File: config.mk
export PLATFORM = sky130hd
export DESIGN_NAME = log_capture_sequencer
export DESIGN_NICKNAME = d
export VERILOG_FILES = /design/src/rtl/log_capture_sequencer_pkg.sv /design/src/rtl/log_capture_sequencer_tick_down_counter.sv /design/src/rtl/log_capture_sequencer.sv
export SDC_FILE = /design/constraint.sdc
export NUM_CORES = 1
export LEC_CHECK = 0
export BUFFER_PORTS_ARGS = -buffer_cell sky130_fd_sc_hd__buf_2
export CAP_MARGIN = 15
export CORE_MARGIN = 3
export CORE_UTILIZATION = 55
export DETAILED_ROUTE_END_ITERATION = 8
export PLACE_DENSITY = 0.76
export SLEW_MARGIN = 20
export SYNTH_ARGS = -nofsm -noshare
export SYNTH_HDL_FRONTEND = slang
export SYNTH_HIERARCHICAL = 1
export SYNTH_SLANG_ARGS = --single-unit
File: constraint.sdc
create_clock -name clk -period 7.45 [get_ports clk]
set_clock_uncertainty 0.2 [all_clocks]
set_input_delay 2.235 -clock clk [delete_from_list [all_inputs] [get_ports clk]]
set_output_delay 2.235 -clock clk [all_outputs]
set_load 0.01 [all_outputs]
File: src/rtl/log_capture_sequencer_pkg.sv
// Shared definitions for the block-RAM capture sequencer: state codes,
// trigger-mode codes and the trigger evaluation helper. The state and
// trigger codes are also what reg_file decodes on readback.
package log_capture_sequencer_pkg;

   localparam int unsigned STATE_W = 3;
   localparam int unsigned TRIG_W  = 2;

   typedef enum logic [STATE_W-1:0] {
      ST_IDLE    = 3'd0,
      ST_ARM     = 3'd1,
      ST_DELAY   = 3'd2,
      ST_CAPTURE = 3'd3,
      ST_DONE    = 3'd4
   } state_e;

   typedef enum logic [TRIG_W-1:0] {
      TRIG_IMM = 2'b00,
      TRIG_I   = 2'b01,
      TRIG_Q   = 2'b10,
      TRIG_IQ  = 2'b11
   } trig_mode_e;

   // Trigger condition for a given mode on the current sync-done levels.
   function automatic logic trig_hit(input logic [TRIG_W-1:0] mode,
                                     input logic              sync_i,
                                     input logic              sync_q);
      logic hit;
      case (mode)
         TRIG_IMM: hit = 1'b1;
         TRIG_I:   hit = sync_i;
         TRIG_Q:   hit = sync_q;
         default:  hit = sync_i & sync_q;
      endcase
      return hit;
   endfunction

endpackage

File: src/rtl/log_capture_sequencer_tick_down_counter.sv
// Loadable down-counter that decrements on enabled sample ticks.
// Ports:
//   clk, i_reset  : clock, synchronous active-high reset
//   i_load        : load i_load_val (wins over a decrement)
//   i_load_val    : value to load
//   i_en          : counting enabled
//   i_tick        : decrement strobe
//   o_expire_c    : combinational, high on the tick that takes the count to zero
module log_capture_sequencer_tick_down_counter #(
   parameter int unsigned W = 16
) (
   input  logic         clk,
   input  logic         i_reset,
   input  logic         i_load,
   input  logic [W-1:0] i_load_val,
   input  logic         i_en,
   input  logic         i_tick,
   output logic         o_expire_c
);

   logic [W-1:0] count_q;

   // Count register; never wraps below zero.
   always_ff @(posedge clk) begin
      if (i_reset) begin
         count_q <= '0;
      end else if (i_load) begin
         count_q <= i_load_val;
      end else if (i_en && i_tick && (count_q != '0)) begin
         count_q <= count_q - W'(1);
      end
   end

   assign o_expire_c = i_en & i_tick & (count_q == W'(1));

endmodule

File: src/rtl/log_capture_sequencer.sv
// Sequences one armed, triggered, fixed-length capture into the block-RAM logger.
// Ports:
//   clk, i_reset                 : clock, synchronous active-high reset
//   i_start, i_abort             : 1-cycle control pulses from reg_file
//   i_trig_mode                  : 00 immediate, 01 I, 10 Q, 11 I and Q
//   i_sync_done_I/Q              : sync-done levels from the QPSK branches
//   i_sample_tick                : sample-rate strobe
//   i_delay                      : post-trigger delay in ticks (0 selects N_DELAY)
//   i_timeout                    : arm timeout in clk cycles (0 waits forever)
//   o_en_write, o_wr_adrs        : RAM write strobe and address
//   o_busy, o_done, o_timeout    : status (done/timeout sticky until next start)
//   o_state                      : current state code
module log_capture_sequencer
   import log_capture_sequencer_pkg::*;
#(
   parameter int unsigned RAM_DEPTH = 32768,
   parameter int unsigned N_DELAY   = 500,
   parameter int unsigned NBT_DELAY = 16,
   parameter int unsigned NBT_TMO   = 32,
   localparam int unsigned ADDR_W   = $clog2(RAM_DEPTH)
) (
   input  logic                 clk,
   input  logic                 i_reset,
   input  logic                 i_start,
   input  logic                 i_abort,
   input  logic [TRIG_W-1:0]    i_trig_mode,
   input  logic                 i_sync_done_I,
   input  logic                 i_sync_done_Q,
   input  logic                 i_sample_tick,
   input  logic [NBT_DELAY-1:0] i_delay,
   input  logic [NBT_TMO-1:0]   i_timeout,
   output logic                 o_en_write,
   output logic [ADDR_W-1:0]    o_wr_adrs,
   output logic                 o_busy,
   output logic                 o_done,
   output logic                 o_timeout,
   output logic [STATE_W-1:0]   o_state
);

   state_e              state_q, state_d;
   logic [TRIG_W-1:0]   mode_q, mode_d;
   logic [NBT_TMO-1:0]  tmo_lim_q, tmo_lim_d;
   logic [NBT_TMO-1:0]  tmo_cnt_q, tmo_cnt_d;
   logic [ADDR_W-1:0]   idx_q, idx_d;
   logic [ADDR_W-1:0]   wr_adrs_q, wr_adrs_d;
   logic                en_write_q, en_write_d;
   logic                busy_q, busy_d;
   logic                done_q, done_d;
   logic                timeout_q, timeout_d;

   logic                 trig_c;
   logic                 tmo_hit_c;
   logic                 last_write_c;
   logic                 dly_load_c;
   logic                 dly_en_c;
   logic                 dly_expire_c;
   logic [NBT_DELAY-1:0] dly_val_c;

   // Decision terms shared by next-state and output logic.
   assign trig_c       = trig_hit(mode_q, i_sync_done_I, i_sync_done_Q);
   assign tmo_hit_c    = (tmo_lim_q != '0) && (tmo_cnt_q == tmo_lim_q - NBT_TMO'(1));
   assign last_write_c = (idx_q == ADDR_W'(RAM_DEPTH - 1));
   assign dly_val_c    = (i_delay == '0) ? NBT_DELAY'(N_DELAY) : i_delay;
   assign dly_en_c     = (state_q == ST_DELAY);

   // Post-trigger delay in sample ticks.
   log_capture_sequencer_tick_down_counter #(
      .W (NBT_DELAY)
   ) u_delay (
      .clk        (clk),
      .i_reset    (i_reset),
      .i_load     (dly_load_c),
      .i_load_val (dly_val_c),
      .i_en       (dly_en_c),
      .i_tick     (i_sample_tick),
      .o_expire_c (dly_expire_c)
   );

   // State and registered outputs.
   always_ff @(posedge clk) begin
      if (i_reset) begin
         state_q    <= ST_IDLE;
         mode_q     <= '0;
         tmo_lim_q  <= '0;
         tmo_cnt_q  <= '0;
         idx_q      <= '0;
         wr_adrs_q  <= '0;
         en_write_q <= 1'b0;
         busy_q     <= 1'b0;
         done_q     <= 1'b0;
         timeout_q  <= 1'b0;
      end else begin
         state_q    <= state_d;
         mode_q     <= mode_d;
         tmo_lim_q  <= tmo_lim_d;
         tmo_cnt_q  <= tmo_cnt_d;
         idx_q      <= idx_d;
         wr_adrs_q  <= wr_adrs_d;
         en_write_q <= en_write_d;
         busy_q     <= busy_d;
         done_q     <= done_d;
         timeout_q  <= timeout_d;
      end
   end

   // Next-state logic; abort beats every other event outside IDLE.
   always_comb begin
      state_d = state_q;
      unique case (state_q)
         ST_IDLE: begin
            if (i_start && !i_abort) state_d = ST_ARM;
         end
         ST_ARM: begin
            if (i_abort)        state_d = ST_IDLE;
            else if (trig_c)    state_d = ST_DELAY;
            else if (tmo_hit_c) state_d = ST_DONE;
         end
         ST_DELAY: begin
            if (i_abort)           state_d = ST_IDLE;
            else if (dly_expire_c) state_d = ST_CAPTURE;
         end
         ST_CAPTURE: begin
            if (i_abort)                            state_d = ST_IDLE;
            else if (i_sample_tick && last_write_c) state_d = ST_DONE;
         end
         ST_DONE: begin
            if (i_abort)      state_d = ST_IDLE;
            else if (i_start) state_d = ST_ARM;
         end
         default: state_d = ST_IDLE;
      endcase
   end

   // Next values of the registered outputs and counters.
   always_comb begin
      mode_d     = mode_q;
      tmo_lim_d  = tmo_lim_q;
      tmo_cnt_d  = tmo_cnt_q;
      idx_d      = idx_q;
      wr_adrs_d  = wr_adrs_q;
      en_write_d = 1'b0;
      done_d     = done_q;
      timeout_d  = timeout_q;
      dly_load_c = 1'b0;
      busy_d     = (state_d == ST_ARM) || (state_d == ST_DELAY) || (state_d == ST_CAPTURE);

      unique case (state_q)
         ST_IDLE, ST_DONE: begin
            // A new capture clears status and latches its configuration.
            if (state_d == ST_ARM) begin
               mode_d    = i_trig_mode;
               tmo_lim_d = i_timeout;
               tmo_cnt_d = '0;
               idx_d     = '0;
               wr_adrs_d = '0;
               done_d    = 1'b0;
               timeout_d = 1'b0;
            end
         end
         ST_ARM: begin
            if (state_d == ST_DELAY) begin
               dly_load_c = 1'b1;
            end else if (state_d == ST_DONE) begin
               done_d    = 1'b1;
               timeout_d = 1'b1;
            end else if (state_d == ST_ARM) begin
               tmo_cnt_d = tmo_cnt_q + NBT_TMO'(1);
            end
         end
         ST_CAPTURE: begin
            // Write strobe follows its tick by one cycle; the last address is held.
            if (!i_abort && i_sample_tick) begin
               en_write_d = 1'b1;
               wr_adrs_d  = idx_q;
               if (last_write_c) done_d = 1'b1;
               else              idx_d  = idx_q + ADDR_W'(1);
            end
         end
         default: ;
      endcase
   end

   assign o_en_write = en_write_q;
   assign o_wr_adrs  = wr_adrs_q;
   assign o_busy     = busy_q;
   assign o_done     = done_q;
   assign o_timeout  = timeout_q;
   assign o_state    = state_q;

endmodule

---- Word-level counts from Yosys, hierarchy flattened ----
Index checks and enable logic that the tools add are counted.
word-level totals
  flip-flop bits (word level) ............. 119
  bits of input ports ..................... 57
  output and inout port bits .............. 22
  logic and storage cells ................. 102
cells by class
  $add $sub $neg .......................... 4
  equality and inequality tests ........... 21
  muxes and demuxes ....................... 36
  bitwise operators ....................... 4
  reduce and logical (&&, ||, !) cells .... 26
operator list
  operator                 count
  $mux W32                 4
  $pmux W32 S2             1
  $mux W15                 4
  $pmux W15 S2             2
  $mux W16                 3
  $add A32 B1 Y32 const B  1
  $eq A32 B32 Y1           1
  $reduce_bool A32 Y1      1
  $sub A32 B1 Y32 const B  1
  $mux W3                  10
  $eq A16 B1 Y1 const B    1
  $logic_not A16 Y1        1
  $ne A2 B2 Y1 const B     8
  $reduce_bool A16 Y1      1
  $sub A16 B1 Y16 const B  1
  $add A15 B1 Y15 const B  1
  $eq A15 B15 Y1 const B   1
  $pmux W3 S5              1
  $eq A3 B2 Y1 const B     4
  $mux W1                  8
  $reduce_and A4 Y1        2
  $eq A3 B1 Y1 const B     2
  $eq A3 B3 Y1 const B     2
  $logic_and A1 B1 Y1      6
  17 further kinds         24

---- Longest topological paths before layout ----
  depth after elaboration ................. 12
  mapped depth ............................ 15
  depth with buffers taken out ............ 13

---- By module ----
The synthesis kept the hierarchy.
modules (own cells, without submodules)
  module                                   times used  cells an instance  area each (µm²)  seq. area each (µm²)
  log_capture_sequencer                    1           718                5860.6           2062.0
  log_capture_sequencer_tick_down_counter  1           123                1008.5           320.3

---- Worst setup path after synthesis ----
OpenSTA, ideal clock, no wires.
  path kind ............................... in2reg
  from .................................... input port i_sample_tick
  to ...................................... register mode_q[0]
  library setup time ...................... 0.128 ns
  arrival ................................. 4.888 ns
  required time ........................... 7.122 ns
  slack ................................... 2.235 ns
  stages on the path ...................... 12
  buffers on the path ..................... 2
  cell sequence ........................... nand2_1 > nor4_4 > and4_1 > nor2_1 > o22ai_1 > and3b_1 > nand2_1 > nor3_1 > clkbuf_1 > buf_1 > mux2i_1 > nor2_1
on the way
  word-level cells in the longest chain between the ends .. 7
  elaborated cells between the ends (all ways) .. 10
  classes of those cells .................. eq/ne: 1; mux: 5; bitwise: 2; reduce/logical: 2
ends and longest elaborated chain
  item                         RTL line                                       text
  from (decl)                  log_capture_sequencer.sv:29                    input logic i_sample_tick,
  $and A1 B1 Y1 (2 in series)  log_capture_sequencer_tick_down_counter.sv:34  assign o_expire_c = i_en & i_tick & (count_q == W'(1));
  named net dly_expire_c       log_capture_sequencer.sv:56                    logic dly_expire_c;
  $mux W3                      log_capture_sequencer.sv:120                   else if (dly_expire_c) state_d = ST_CAPTURE;
  $mux W3                      log_capture_sequencer.sv:119                   if (i_abort) state_d = ST_IDLE;
  $pmux W3 S5                  log_capture_sequencer.sv:109                   unique case (state_q)
  $eq A3 B1 Y1                 log_capture_sequencer.sv:150                   if (state_d == ST_ARM) begin
  $reduce_and A2 Y1 (no line)  --
  to (signal assigned)         log_capture_sequencer.sv:94                    mode_q <= mode_d;
  to (decl)                    log_capture_sequencer.sv:41                    logic [TRIG_W-1:0] mode_q, mode_d;
The timed path passes the listed nets, and every way through them passes these cells.
A chain may end at the register's enable or synchronous reset.

---- Worst setup path in the final report ----
  from .................................... input port i_sample_tick
  to ...................................... register tmo_cnt_q[26]
on the way
  word-level cells in the longest chain between the ends .. 8
  elaborated cells between the ends (all ways) .. 16
  classes of those cells .................. eq/ne: 7; mux: 5; bitwise: 2; reduce/logical: 2
ends and longest elaborated chain
  item                                        RTL line                                       text
  $and A1 B1 Y1 * (2 in series)               log_capture_sequencer_tick_down_counter.sv:34
  named net dly_expire_c                      log_capture_sequencer.sv:56
  $mux W3 *                                   log_capture_sequencer.sv:120
  $mux W3 *                                   log_capture_sequencer.sv:119
  $pmux W3 S5 *                               log_capture_sequencer.sv:109
  $eq A3 B3 Y1, or another cell as far along  log_capture_sequencer.sv:163                   end else if (state_d == ST_DONE) begin
  $ne A2 B2 Y1 (no line)                      --
  $reduce_and A5 Y1 (no line) *               --
  to (signal assigned)                        log_capture_sequencer.sv:96                    tmo_cnt_q <= tmo_cnt_d;
  to (decl)                                   log_capture_sequencer.sv:43                    logic [NBT_TMO-1:0] tmo_cnt_q, tmo_cnt_d;
Mark *: on every way through the listed nets, which the timed path passes. The rest lies on a longest branch.

==> key figures <==
Power
  – Leakage power: 2.873 nW
  – Internal power: between 0.001 and 0.0015 W
  – Logic gate share of total power: 13.2%
  – IR drop worst, VDD: 0.1330 mV
  – Sw Ratio: between 20% and 30%
  – Pwr Density: roughly 220 nW/um^2
  – Total power: 0.001766 W
  – Reg power frac: a little under two fifths
  – Psw: roughly 0.00044 W
  – Clock power share: between 40% and 50%

Timing
  – Post-layout minimum cycle time: 5640 ps
  – # setup viols final: 0
  – Final TNS setup: 0 ps
  – Measured slew at the worst slew-check pin: 975.0 ps
  – Setup WS post-layout: between 1500 and 2000 ps
  – Final hold slack: between 200 and 250 ps
  – Final Max Tran Viols: 0
  – Worst relative slew slack: between 30% and 40%
  – Final Cycle Share: 75.71%
  – RSZ-0062 raised after global routing: false
  – Final hold viol count: 0
  – Fmax: approximately 180 MHz

GRT
  – Initial antenna violation count: 0
  – Total gr overflow: 0
  – First-pass GRT wire length: around 30000 um
  – Pin count of the biggest net entering global routing: 72
  – Gr usage total: around 26%
  – Vias in the first global route: between 6k and 7k

Synthesis
  – Yosys Warn Count: 6
  – Syn nets: 903
  – Synth area leader: dfxtp_1
  – Synth Register Bits: roughly 120
  – Synth area leaders: dfxtp_1 (35%), mux2i_1 (8.0%), nor2_1 (5.3%), xnor2_1 (4.7%), nand2_1 (3.6%)
  – Cell with the most instances after synthesis: dfxtp_1
  – Cell variety after synth: 69
  – Top cell type's share of synthesized area: 34.68%
  – Synth Instances: approximately 840
  – Main synth FF type: dfxtp_1
  – Register area share after synthesis: a little over a third
  – Ys async rst share: 0%
  – Mapped Avg Cell Area: 8.168 um^2
  – Synth Cell Area: between 6000 and 7000 um^2
  – Post-synth top cells: dfxtp_1 (119), nor2_1 (97), nand2_1 (65)
  – Number of synthesized flops with an enable pin: 0

Clocking
  – H-tree Lvls: 4
  – CTS root buf: clkbuf_16
  – CTS Buffer Depth: 2
  – Post_cts resized: 0
  – Number of CTS-inserted buffers: 17
  – Post-CTS Setup Inserts: 0
  – Clock Sinks: between 100 and 150
  – Clk pin slew, worst setup/hold paths: ~50 ps
  – Clk_lat worst skew: 420 ps
  – Hold-fix buffers, CTS: 0
  – TritonCTS clock tree: built

Route
  – DRT Pass-1 Iters: 5
  – DRC: 0
  – Antenna-violating nets left: 0
  – Via-per-instance ratio: 6.071
  – 1st-iter DRT viols: about 510
  – Total wire length: 17350 um
  – Routed WL per cell: ~16 um
  – Routed vias: 6484

Worst hold path
  – Hold_sp: o_wr_adrs[11]
  – Hold Path Cell Cnt: 2
  – WHS Endpoint: o_wr_adrs[11]
  – Hold Crit Class: register to register

Critical path
  – Worst r2r src: o_state[1]
  – Slowest cell on the critical path: or4_1
  – Worst R2R Setup Slack: 2770 ps
  – Worst-path fanout max: 23
  – Worst Setup Start Kind: input pin
  – Largest stage delay, worst path: 780 ps
  – R2R depth: 12
  – Worst setup path class: input pin to register
  – Reg-to-reg endpoint: tmo_cnt_q[26]
  – CP Capture Type: register
  – Required time of the critical path: around 7600 ps
  – Arr. time, crit path: between 5000 and 6000 ps
  – Crit path cell chain: buf_2, nand2_1, nor4_4, and4_1, nor2_1, nor2_1, o221a_2, nand4_1, or4_1, or4_1, nand2_1

Floorplanning
  – Initial core utilization: 56.71%
  – Core area: about 12000 um^2
  – Die area: roughly 14000 um^2
  – Die Y: 117.8 um
  – Chip width: roughly 120 um
  – Row cnt: 40
  – Num ports: 79

Layout
  – FILL cells: 1080
  – Ant. Diodes: 0
  – Multi-input logic area: roughly 4200 um^2
  – Final Net Count: 950
  – Area growth syn-to-layout: 15.36%
  – Register area: 2382 um^2
  – Share of layout cells above drive strength 1: around 16%
  – Layout Cells excl Fill: 1068

Placement
  – Dpl cells: 1037
  – Pre-CTS setup slack: ~1500 ps
  – Post-DP HPWL: between 10000 and 15000 um
  – GPL Wtd Cong: around 0.9
  – # port buffers: just under 80

Status
  – Run status: completed

Job
  – Max cap viols: 0
==> layout by cell type, fill, tap and decap left out, types with 7 or more instances in the layout <==
| cell | netlist | final |
|---|---|---|
| dfxtp_1 | 119 | 119 |
| nor2_1 | 97 | 96 |
| buf_2 | 2 | 78 |
| nand2_1 | 65 | 65 |
| mux2i_1 | 55 | 55 |
| nand3_1 | 46 | 46 |
| xnor2_1 | 37 | 37 |
| a21oi_1 | 37 | 37 |
| or3_1 | 31 | 31 |
| nor4_1 | 28 | 28 |
| nand4_1 | 24 | 24 |
| xor2_1 | 23 | 23 |
| nor3_1 | 21 | 20 |
| clkbuf_16 | 0 | 17 |
| inv_1 | 15 | 15 |
| nand2b_1 | 13 | 13 |
| a211oi_1 | 13 | 13 |
| or4_1 | 13 | 13 |
| a31oi_1 | 11 | 11 |
| nor2b_1 | 10 | 10 |
| o21ai_0 | 10 | 10 |
| o211ai_1 | 8 | 8 |
| and3_1 | 7 | 7 |
| and2_1 | 7 | 7 |
==> final cells by class <==
class / instances / share of cell area [%]
Clock inverter: 9 / 1.863
Tap cell: 168 / 2.653
Sequential cell: 119 / 30.06
Inverter: 16 / 0.7579
Timing Repair Buffer: 84 / 5.495
Clock buffer: 22 / 5.985
Multi-Input combinational cell: 650 / 53.18
==> power by group through the flow <==
stage          Sequential [W]  Clock, W  Combinational [W]
6_report             0.000671  0.000862           0.000232
2_1_floorplan        0.000677         0           0.000174
3_3_place_gp         0.000683         0           0.000218
3_5_place_dp         0.000684         0           0.000227
4_1_cts              0.000671  0.000871           0.000230
5_1_grt              0.000673  0.000902           0.000259
==> layer usage <==
layer / part of all wire, % / up-vias / track usage (%)
met1: 44 / 3104 / 32.31
met4: 2.1 / 0 / 10.33
met5: 0 / - / 0
met2: 49 / 200 / 42.72
li1: - / 3144 / -
met3: 4.5 / 36 / 4.998
==> metrics by stage <==
| stage | utilization [%] | instance area [um^2] |
|---|---|---|
| 2_1_floorplan | - | 6869 |
| 3_3_place_gp | 60.22 | 7293 |
| 3_5_place_dp | 60.22 | 7293 |
| 4_1_cts | 65.35 | 7915 |
| 5_1_grt | 65.42 | 7924 |
| 6_report | 65.42 | 7924 |
==> registers in the layout (all words and copies together) (netlist names) <==
register         flops
o_wr_adrs           15
o_timeout            1
o_done               1
mode_q               2
idx_q               15
o_busy               1
u_delay/count_q     16
tmo_cnt_q           32
tmo_lim_q           32
o_en_write           1
o_state              3
==> worst max path at each step <==
| stage | slack (ps) | endpoint | start | depth (start not counted) |
|---|---|---|---|---|
| floorplan | 2230 | mode_q[0] | i_sample_tick | 12 |
| global placement | 1650 | tmo_cnt_q[26] | i_sample_tick | 11 |
| detailed placement | 1500 | tmo_cnt_q[26] | i_sample_tick | 11 |
| CTS | 1870 | tmo_cnt_q[26] | i_sample_tick | 11 |
| global route | 1540 | tmo_cnt_q[26] | i_sample_tick | 11 |
| finish | 1810 | tmo_cnt_q[26] | i_sample_tick | 11 |
==> worst max-delay path: cells and delay by family <==
kind	cells	cell delay, ps
AND/OR/NAND/NOR	9	3120
AO/OA/AOI/OAI	1	300
buffers and inverters	1	140
==> cell families after synthesis <==
kind of cell / count (synthesis) / synth area share [%]
AND/OR/NAND/NOR: 402 / 31.69
AO/OA/AOI/OAI: 127 / 12.59
flip-flops: 119 / 34.68
buffers and inverters: 72 / 4.299
XOR/XNOR: 60 / 7.650
multiplexers: 56 / 8.179
adder cells (fa/ha/maj): 5 / 0.9107
No activity file was read; power rests on OpenSTA's default activity.
